**config.mk**
```make
export PLATFORM = sky130hd
export DESIGN_NAME = digit_serial_adder
export DESIGN_NICKNAME = d
export VERILOG_FILES = /design/src/rtl/digit_serial_adder.sv
export SDC_FILE = /design/constraint.sdc
export NUM_CORES = 1
export LEC_CHECK = 0
export BUFFER_PORTS_ARGS = -buffer_cell sky130_fd_sc_hd__buf_2
export CAP_MARGIN = 25
export CORE_AREA = 3 3 108 84
export DETAILED_ROUTE_END_ITERATION = 6
export DIE_AREA = 0 0 111 87
export HOLD_SLACK_MARGIN = 0.08
export PLACE_DENSITY = 0.84
export SLEW_MARGIN = 5
export SYNTH_ARGS = -nofsm -noshare
export SYNTH_HDL_FRONTEND = slang
export SYNTH_SLANG_ARGS = --single-unit
```
**constraint.sdc**
```tcl
create_clock -name clk -period 2.4 [get_ports clk]
set_input_delay 0.24 -clock clk [delete_from_list [all_inputs] [get_ports clk]]
set_output_delay 0.24 -clock clk [all_outputs]
set_load 0.02 [all_outputs]
```
**src/rtl/digit_serial_adder.sv**
```systemverilog
// Digit-serial adder: WIDTH-bit a+b+cin computed DIGIT bits per clock with valid/ready on both sides.
// Optional subtract mode and signed-overflow flag are enabled by defining DIGIT_SERIAL_ADDER_SUB_EN.
module digit_serial_adder #(
  parameter int WIDTH = 32,
  parameter int DIGIT = 4
) (
  input  logic             clk,
  input  logic             rst,
  input  logic             in_valid,
  output logic             in_ready,
  input  logic [WIDTH-1:0] a,
  input  logic [WIDTH-1:0] b,
  input  logic             cin,
`ifdef DIGIT_SERIAL_ADDER_SUB_EN
  input  logic             sub,
  output logic             ovf,
`endif
  output logic             out_valid,
  input  logic             out_ready,
  output logic [WIDTH-1:0] sum,
  output logic             cout,
  output logic             busy
);

  localparam int NDIG = WIDTH / DIGIT;
  localparam int CW   = (NDIG > 1) ? $clog2(NDIG) : 1;

  generate
    if (DIGIT < 1 || WIDTH < DIGIT || (WIDTH % DIGIT) != 0) begin : g_bad_params
      $error("digit_serial_adder: WIDTH must be a positive multiple of DIGIT");
    end
  endgenerate

  typedef enum logic [1:0] {IDLE, RUN, DONE} state_t;

  state_t           state;
  logic [WIDTH-1:0] a_q;
  logic [WIDTH-1:0] b_q;
  logic             carry;
  logic [CW-1:0]    count;
  logic             sub_i;
  logic [DIGIT:0]   slice;
  logic [WIDTH+DIGIT-1:0] sum_cat;

`ifdef DIGIT_SERIAL_ADDER_SUB_EN
  assign sub_i = sub;
`else
  assign sub_i = 1'b0;
`endif

  // The single DIGIT-wide adder slice; b_q already holds the (possibly inverted) operand.
  assign slice   = {1'b0, a_q[DIGIT-1:0]} + {1'b0, b_q[DIGIT-1:0]} + {{DIGIT{1'b0}}, carry};
  // Concatenation keeps the shift legal even when DIGIT == WIDTH.
  assign sum_cat = {slice[DIGIT-1:0], sum};

  // NOTE: every register here is assigned with <= so all state updates see the pre-edge values.
  always_ff @(posedge clk) begin
    if (rst) begin
      state     <= IDLE;
      count     <= '0;
      carry     <= 1'b0;
      a_q       <= '0;
      b_q       <= '0;
      sum       <= '0;
      cout      <= 1'b0;
      in_ready  <= 1'b1;
      out_valid <= 1'b0;
      busy      <= 1'b0;
`ifdef DIGIT_SERIAL_ADDER_SUB_EN
      ovf       <= 1'b0;
`endif
    end else begin
      case (state)
        IDLE: begin
          if (in_valid) begin
            a_q      <= a;
            b_q      <= b ^ {WIDTH{sub_i}};
            carry    <= cin ^ sub_i;
            count    <= '0;
            state    <= RUN;
            in_ready <= 1'b0;
            busy     <= 1'b1;
          end
        end
        RUN: begin
          sum   <= sum_cat[WIDTH+DIGIT-1:DIGIT];
          a_q   <= a_q >> DIGIT;
          b_q   <= b_q >> DIGIT;
          carry <= slice[DIGIT];
          count <= count + CW'(1);
          if (count == CW'(NDIG - 1)) begin
            cout      <= slice[DIGIT];
`ifdef DIGIT_SERIAL_ADDER_SUB_EN
            // Carry into the MSB is recovered from the MSB's own sum bit.
            ovf       <= a_q[DIGIT-1] ^ b_q[DIGIT-1] ^ slice[DIGIT-1] ^ slice[DIGIT];
`endif
            state     <= DONE;
            busy      <= 1'b0;
            out_valid <= 1'b1;
          end
        end
        DONE: begin
          if (out_ready) begin
            state     <= IDLE;
            out_valid <= 1'b0;
            in_ready  <= 1'b1;
          end
        end
        default: begin
          state     <= IDLE;
          in_ready  <= 1'b1;
          out_valid <= 1'b0;
          busy      <= 1'b0;
        end
      endcase
    end
  end

endmodule

```
Word-level counts from Yosys, hierarchy flattened
Index checks and enable logic that the tools add are counted.
{"block": "word_totals", "ff_bits": 106, "wordCells": 51}
{"block": "classes", "n_addsub": 3, "eq_ne": 6, "mux": 21, "bitwise": 3, "reduce_logical": 8}
{"op": "32-bit case mux with 2 select lines", "n": 2}
{"op": "32-bit two-way mux", "n": 2}
{"op": "3-bit AND reduction", "n": 4}
{"op": "1-bit case mux with 3 select lines", "n": 3}
{"op": "1-bit two-way mux", "n": 7}
{"op": "2-bit two-way mux", "n": 3}
{"op": "2-bit inequality test, second input constant", "n": 3}
{"op": "2-bit case mux with 3 select lines", "n": 1}
{"op": "3-bit case mux with 2 select lines", "n": 1}
{"op": "4-bit by 4-bit adder with 5-bit output", "n": 1}
{"op": "5-bit by 1-bit adder with 5-bit output", "n": 1}
{"op": "2-bit AND reduction", "n": 2}
{"op": "3-bit by 1-bit adder with 3-bit output, second input constant", "n": 1}
{"op": "3-bit == test, second input constant", "n": 1}
{"op": "3-bit two-way mux", "n": 1}
{"op": "1-bit NOT", "n": 3}
{"op": "2-bit by 1-bit == test with 1-bit output, second input constant", "n": 1}
{"op": "2-bit == test, second input constant", "n": 1}
{"op": "2-bit zero test", "n": 1}
{"op": "1-bit case mux with 2 select lines", "n": 1}
{"op": "2-bit nonzero test", "n": 1}

Logic depth before layout (Yosys ltp)
Gate-level depths: netlist (run 1).
{"block": "logic_depth", "ltp_word": 3, "depth_mapped": 7, "ltp_nobuf": 7}

Worst setup path before layout (run 1)
OpenSTA, ideal clock, no wires.
{"block": "synth_timing", "path_kind": "register to register", "startpoint": "register a_q[0]", "endpoint": "register carry", "setup_ns": 0.144, "t_arrival_ns": 1.403, "slack_ns": 0.853, "path_stages_with_launch": 8, "path_buffers": 0, "path_cell_list": "dfxtp_1 > inv_1 > fa_1 > inv_1 > fa_1 > a21o_1 > a21oi_1 > o311ai_0"}
{"block": "synth_via", "elab_chain_len": 3}
{"item": "from (decl)", "line": "37", "text": "logic [WIDTH-1:0] a_q;"}
{"item": "from (signal assigned)", "line": "87", "text": "a_q <= a_q >> DIGIT;"}
{"item": "4-bit by 4-bit adder with 5-bit output", "line": "52", "text": "assign slice = {1'b0, a_q[DIGIT-1:0]} + {1'b0, b_q[DIGIT-1:0]} + {{DIGIT{1'b0}}, carry};"}
{"item": "5-bit by 1-bit adder with 5-bit output", "line": "52"}
{"item": "1-bit case mux with 2 select lines", "line": "73", "text": "case (state)"}
{"item": "to (signal assigned)", "line": "78", "text": "carry <= cin ^ sub_i;"}
{"item": "to (signal assigned)", "line": "89", "text": "carry <= slice[DIGIT];"}
{"item": "to (decl)", "line": "39", "text": "logic carry;"}
No other way between the ends.
A chain may end at the register's enable or synchronous reset.

Final worst setup path (run 1)
{"block": "layout_timing", "startpoint": "register state[0]", "endpoint": "register b_q[17]"}
{"block": "layout_via", "elab_chain_len": 3, "elab_cells_between_ends": 6}
{"item": "from (decl)", "line": "36", "text": "state_t state;"}
{"item": "from (signal assigned)", "line": "59", "text": "state <= IDLE;"}
{"item": "from (signal assigned)", "line": "80", "text": "state <= RUN;"}
{"item": "from (signal assigned)", "line": "97", "text": "state <= DONE;"}
{"item": "2-bit by 1-bit == test with 1-bit output / 2-bit zero test (equally long branches)", "line": "73"}
{"item": "2-bit nonzero test (no source line) / 2-bit inequality test (equally long branches)"}
{"item": "2-bit AND reduction (no source line)"}
{"item": "to (signal assigned)", "line": "77", "text": "b_q <= b ^ {WIDTH{sub_i}};"}
{"item": "to (signal assigned)", "line": "88", "text": "b_q <= b_q >> DIGIT;"}
{"item": "to (decl)", "line": "38", "text": "logic [WIDTH-1:0] b_q;"}
Parallel ways exist; a longest one is shown, timed or not.

==> reports/results.ini, run 1 <==
[status]
status=finished, final reports clean

[timing]
slew_headroom=0.575
min_period_ns=1.83
final_max_slew_viol_count=0
fin_crit_sh=0.761
setup-violations-final=0
fin_setup_tns_ns=0
fmax_mhz=547
grt_setup_unrepaired=no
tightest_slew_ns=0.638
final.setup_skew_ns=0.00634
hold_viol=0

[worst_setup_path]
cp_slowest_cell=dfxtp_2
cpPeakStageDelay_ns=0.58
r2r-end=b_q[17]$_SDFFE_PP0P_
cp-startpoint=state[0]$_SDFFE_PP0P_
rrSetupSlack_ns=0.57
cp-start-kind=register
end_kind=register
r2r_start=state[0]$_SDFFE_PP0P_
worstPathRequired_ns=2.68
critical_path_class=reg2reg
arrival_ns=2.11
setup.worst_path.end=b_q[17]$_SDFFE_PP0P_
crit_chain=o21ba_4, buf_4, nor2_1, a311oi_1
cp_max_fo=43
r2r_cells=4

[finish]
seq_area_um2=2120
antenna_cells=0
drive_gt1_frac=0.226
multi_input_area_um2=2290
areaGrowthSynthToFinish_pct=15.2
fill_cells=671
fin_nets=726
final_common_cell=nand2_1
layout_common_cells=nand2_1, dfxtp_1, buf_2

[global_route]
grt_pass1_vias=3850
grt_max_degree=67
antenna_found_initial=0
gr-usage-all-layers=0.219
grt_pass1_wl_um=17500
grt_overflow=0

[run]
max_cap_viol_count=0

[cts]
ctsResizeCount=0
numCtsBuffers=9
htree_num_levels=3
hold_buffers=0
cts_root_buf=clkbuf_8
clk_pin_slew_ns=0.11
clk_latency_ns=0.37
post_cts_buffers=0
cts.sinks=106
clock_path_buffers=2
tritoncts=done

[detailed_routing]
wl_per_cell_um=13.8
drt_iter0_drc=282
dr_total_vias=4116
viasPerCell=5.42
drc=0
final_antenna_net_count=0
routed_wl_um=10500
first_pass_iters=5

[placed_design]
numPortBuffers=104
place_congestion=0.835
dp_hpwl_um=7160

[floorplan]
die_w_um=111
fp.dieH_um=87
initial_core_util=0.587
die-area_um2=9660
ios=105
core_area_um2=7950
fp-row-count=28

[logic_synthesis]
syn_inst=575
yosysUniqueCellTypes=34
syn_nets=651
synthFlopType=dfxtp_1
syn_area_per_cell_um2=8.11
synth-edff-count=0
ys_ff_latch=106
yosysSeqAreaShare=0.455
synth_warnings=0
synthArstFlopShare=0
syn_area_um2=4660

[hold_path]
hold_path.class=in2reg
holdPathStages=3

[power_and_ir_drop]
powerDensity_nw_per_um2=648
power_mw=3.48
vdd_drop_max_v=0.000345
power.leakage_nw=2.26

## logic make-up (layout without fill, tap and decap cells)
family | count (synthesis) | count (layout) | share of synthesized area
mux | 1 | 1 | 0.00215
buf+inv | 55 | 135 | 0.0585
simple gates | 287 | 287 | 0.295
fa+ha+maj | 7 | 7 | 0.0220
flops | 106 | 106 | 0.455
xor+xnor | 1 | 1 | 0.00188
compound gates | 118 | 118 | 0.165
## power by group
part,switching (mW),internal (mW)
Sequential,0.0649,1.87
Combinational,0.285,0.220
Clock,0.649,0.395
Total,0.999,2.48
## worst min path at each step
stage,startpoint,end,slack [ns]
2_1_floorplan,a[28],a_q[28]$_SDFFE_PP0P_,0.39
3_3_place_gp,sum[3]$_SDFFE_PP0P_,sum[3]$_SDFFE_PP0P_,0.44
3_5_place_dp,sum[3]$_SDFFE_PP0P_,sum[3]$_SDFFE_PP0P_,0.45
4_1_cts,a[28],a_q[28]$_SDFFE_PP0P_,0.1
5_1_grt,a[29],a_q[29]$_SDFFE_PP0P_,0.1
6_report,a[28],a_q[28]$_SDFFE_PP0P_,0.11
## through the flow
stage               hold slack (ns)   util  cells  setup slack (ns)  instance area [um^2]
floorplan                     0.388      -    575             0.853                  4660
global placement              0.439  0.652    744             0.681                  5190
detailed placement            0.449  0.652    744             0.597                  5190
CTS                          0.0973  0.675    760             0.597                  5370
global route                 0.0967  0.675    760             0.379                  5370
finish                        0.106  0.675    760             0.573                  5370
## routing by layer
layer  global-route usage  wire length, um  vias to the layer above
met4               0.0492               96                        0
met2                0.338             4650                      114
met1                0.303             5040                     1883
met5                    0                0                        -
met3               0.0701              717                       10
li1                     -                -                     2109
## state kept, by name, indices dropped and copies added, names as in the netlist
| name | count |
|---|---|
| out_valid | 1 |
| busy | 1 |
| count | 3 |
| cout | 1 |
| in_ready | 1 |
| a_q | 32 |
| state | 2 |
| b_q | 32 |
| carry | 1 |
| sum | 32 |
## worst max-delay path, delay by kind of cell, from the launching register on
kind | cells | cell delay, ns
DFF | 1 | 0.58
buffers and inverters | 1 | 0.32
AOI/OAI and AO/OA | 2 | 0.77
and+or+nand+nor | 1 | 0.06
## synth_stat cells (all sizes together), types with 2 or more instances
cell type | number | area, um^2
a211oi | 4 | 30.0
a21o | 5 | 37.5
a21oi | 65 | 325
a22oi | 8 | 60.1
a311oi | 30 | 263
buf | 33 | 190
clkbuf | 18 | 67.6
dfxtp | 106 | 2120
fa | 2 | 40.0
ha | 5 | 62.6
inv | 4 | 15.0
nand2 | 119 | 447
nand2b | 34 | 213
nand3b | 6 | 45.0
nor2 | 68 | 255
nor2b | 2 | 12.5
nor3 | 27 | 135
o21bai | 2 | 18.8
or3b | 27 | 236
## area by class of cell
| cell class | instances | share of cell area |
|---|---|---|
| Clock buffer | 9 | 0.0231 |
| Clock inverter | 7 | 0.0114 |
| Inverter | 4 | 0.00280 |
| Multi-Input combinational cell | 414 | 0.426 |
| Sequential cell | 106 | 0.395 |
| Tap cell | 105 | 0.0245 |
| Timing Repair Buffer | 115 | 0.117 |
(Power assumes the default switching activity.)
==> inputs of run 2 (changes only) <==
Settings changed: CORE_AREA 3 3 108 84 to 3 3 117 91, DIE_AREA 0 0 111 87 to 0 0 120 94, PLACE_DENSITY 0.84 to 0.76.
Clock period 2.4 ns to 1.65 ns, I/O delays scaled along.
==> reports/results.ini, run 2 (synthesis gave the netlist of run 1 again) <==
[worst_setup_path]
cp-start-kind=register
r2r-end=cout$_SDFFE_PP0P_
cp_num_buf_inv=2  ; +1
crit_chain=inv_2, fa_2, inv_2, fa_2, a21o_1, a21oi_2, a311oi_2
critical_path_class=reg2reg
r2r_cells=7  ; +3
rrSetupSlack_ns=0.05  ; -0.52 ns
end_kind=register
cp_max_fo=2  ; -95%
path_delay_family=adder cells
cp_slowest_cell=fa_2
arrival_ns=1.80  ; -0.31 ns
cpPeakStageDelay_ns=0.34  ; -0.24 ns
r2r_start=b_q[0]$_SDFFE_PP0P_
worstPathRequired_ns=1.86  ; -0.82 ns

[cts]
tritoncts=done
post_cts_buffers=0  ; unchanged
clock_path_buffers=2  ; unchanged
numCtsBuffers=9  ; unchanged
cts_root_buf=clkbuf_16
clk_latency_ns=0.34  ; -0.03 ns
htree_num_levels=3  ; unchanged
cts.sinks=106  ; unchanged
clk_pin_slew_ns=0.07  ; -0.04 ns

[global_route]
grt_pass1_wl_um=17600  ; +0.59%
grt_max_degree=45  ; -33%
grt_overflow=0  ; unchanged
gr-usage-all-layers=0.192  ; -0.0274
grt_pass1_vias=3776  ; -1.9%
antenna_found_initial=1  ; +1

[floorplan]
fp-row-count=31  ; +11%
ios=105  ; unchanged
core_area_um2=9580  ; +20%
initial_core_util=0.487  ; -0.0997
die-area_um2=11300  ; +17%
fp.dieH_um=94  ; +8.0%
die_w_um=120  ; +8.1%

[timing]
slew_headroom=0.648  ; +0.0727
grt_setup_unrepaired=no
final.setup_skew_ns=0.00535  ; -0.000987 ns
setup_ws_ns=0.0543  ; -0.518 ns
hold_viol=0  ; unchanged
worst_hold_slack_ns=0.0956  ; -0.00999 ns
setup-violations-final=0  ; unchanged
min_period_ns=1.60  ; -0.232 ns
final_max_slew_viol_count=0  ; unchanged
tightest_slew_ns=0.529  ; -0.109 ns
fin_crit_sh=0.967  ; +0.206
fmax_mhz=627  ; +15%

[run]
max_cap_viol_count=0  ; unchanged

[detailed_routing]
wl_per_cell_um=13.3  ; -3.8%
dr_total_vias=4168  ; +1.3%
routed_wl_um=10700  ; +2.2%
final_antenna_net_count=0  ; unchanged
viasPerCell=5.16  ; -4.6%
drt_iter0_drc=297  ; +5.3%
first_pass_iters=4  ; -1
drc=0  ; unchanged

[finish]
final_common_cell=nand2_1
antenna_cells=0  ; unchanged
post-route-util=0.602  ; -0.0738
areaGrowthSynthToFinish_pct=23.6
drive_gt1_frac=0.241  ; +0.0155
design_area_um2=5760  ; +7.3%
layout_common_cells=nand2_1, dfxtp_1, buf_2
reg_top3=a_q: 32 flops, b_q: 32 flops, sum: 32 flops
layoutNonFillerInstCount=807  ; +6.2%
fin_nets=746  ; +2.8%

[power_and_ir_drop]
internal-power_mw=4.27  ; +72%
p_sw_mw=1.48  ; +48%
comb_power_share=0.138  ; -0.007
p_clk_frac=0.374  ; +0.074
swShare=0.257  ; -0.0300
vdd_drop_max_v=0.000605  ; +75%
seq_power_share=0.488  ; -0.067
powerDensity_nw_per_um2=997  ; +54%
power.leakage_nw=2.42  ; +7.0%

[hold_path]
hold_path.class=in2reg
holdPathStages=3  ; unchanged
min_from=b[0]
whs_endpoint=b_q[0]$_SDFFE_PP0P_

[placed_design]
dpl_cell_area_um2=5300  ; +2.2%
dp_cells=777  ; +4.4%
pre_cts_slack_ns=-0.0307  ; -0.628 ns
numPortBuffers=104  ; unchanged
dp_hpwl_um=7380  ; +3.1%
place_congestion=0.839  ; +0.45%

[status]
status=finished, final reports clean

## run 2: changes by cell type in the layout (fill, tap and decap cells not counted), moves of 2 or more
cell and delta:
clkinv_4 +2, fa_2 +2, clkbuf_16 +9, dlygate4sd3_1 +14
inv_1 -4, fa_1 -2, buf_4 +3, clkbuf_8 -9
inv_2 +4, inv_8 -2, buf_12 +3
## run 2: tightest hold or removal path, delay by kind of cell
kind / cells / cell delay (ns)
simple gates: 1 / 0.06
buf+inv: 1 / 0.10
compound gates: 1 / 0.08
## run 2: timing repair
action	CTS	global route
resized for setup	4	7
hold buffers	14	0
pin swaps	2	4
endpoints found under the hold margin	14	0
setup endpoints to repair	2	4
## run 2: area by class of cell
type                            count  area [um^2]
Fill cell                         878         3820
Multi-Input combinational cell    414         2300
Sequential cell                   106         2120
Timing Repair Buffer              135          853
Clock buffer                        9          225
Tap cell                          132          165
Clock inverter                      7         78.8
Inverter                            4         15.0
## run 2: metrics by stage
step                setup TNS (ns)  power, mW
finish                           0       5.75
global route                     0       6.03
CTS                              0       5.81
detailed placement         -0.0612       3.62
global placement                 0       3.60
floorplan                        0       3.38
## run 2: how the worst max path moves through the flow
stage,from,endpoint,slack (ns),depth (start not counted)
after floorplan,a_q[0]$_SDFFE_PP0P_,carry$_SDFFE_PP0P_,0.10,7
after global placement,a_q[0]$_SDFFE_PP0P_,carry$_SDFFE_PP0P_,0.07,7
after detailed placement,a_q[0]$_SDFFE_PP0P_,carry$_SDFFE_PP0P_,-0.03,7
after CTS,a_q[0]$_SDFFE_PP0P_,carry$_SDFFE_PP0P_,0.004,7
after global routing,b_q[0]$_SDFFE_PP0P_,cout$_SDFFE_PP0P_,0.006,7
final,b_q[0]$_SDFFE_PP0P_,cout$_SDFFE_PP0P_,0.05,7
## run 2: power by group through the flow
stage | Sequential, mW | Clock [mW] | Combinational [mW]
finish | 2.80 | 2.15 | 0.793
global route | 2.83 | 2.31 | 0.888
CTS | 2.80 | 2.21 | 0.797
detailed placement | 2.86 | 0 | 0.763
global placement | 2.86 | 0 | 0.745
floorplan | 2.86 | 0 | 0.519
## run 2: metal layers
metal	wire length, um	share of wire	GRT usage	vias to the layer above
met3	534	0.050	0.0596	10
met4	105	0.0098	0.0429	2
met2	4970	0.46	0.303	93
met1	5100	0.48	0.258	1907
li1	-	-	-	2156
met5	13	0.0012	0	-
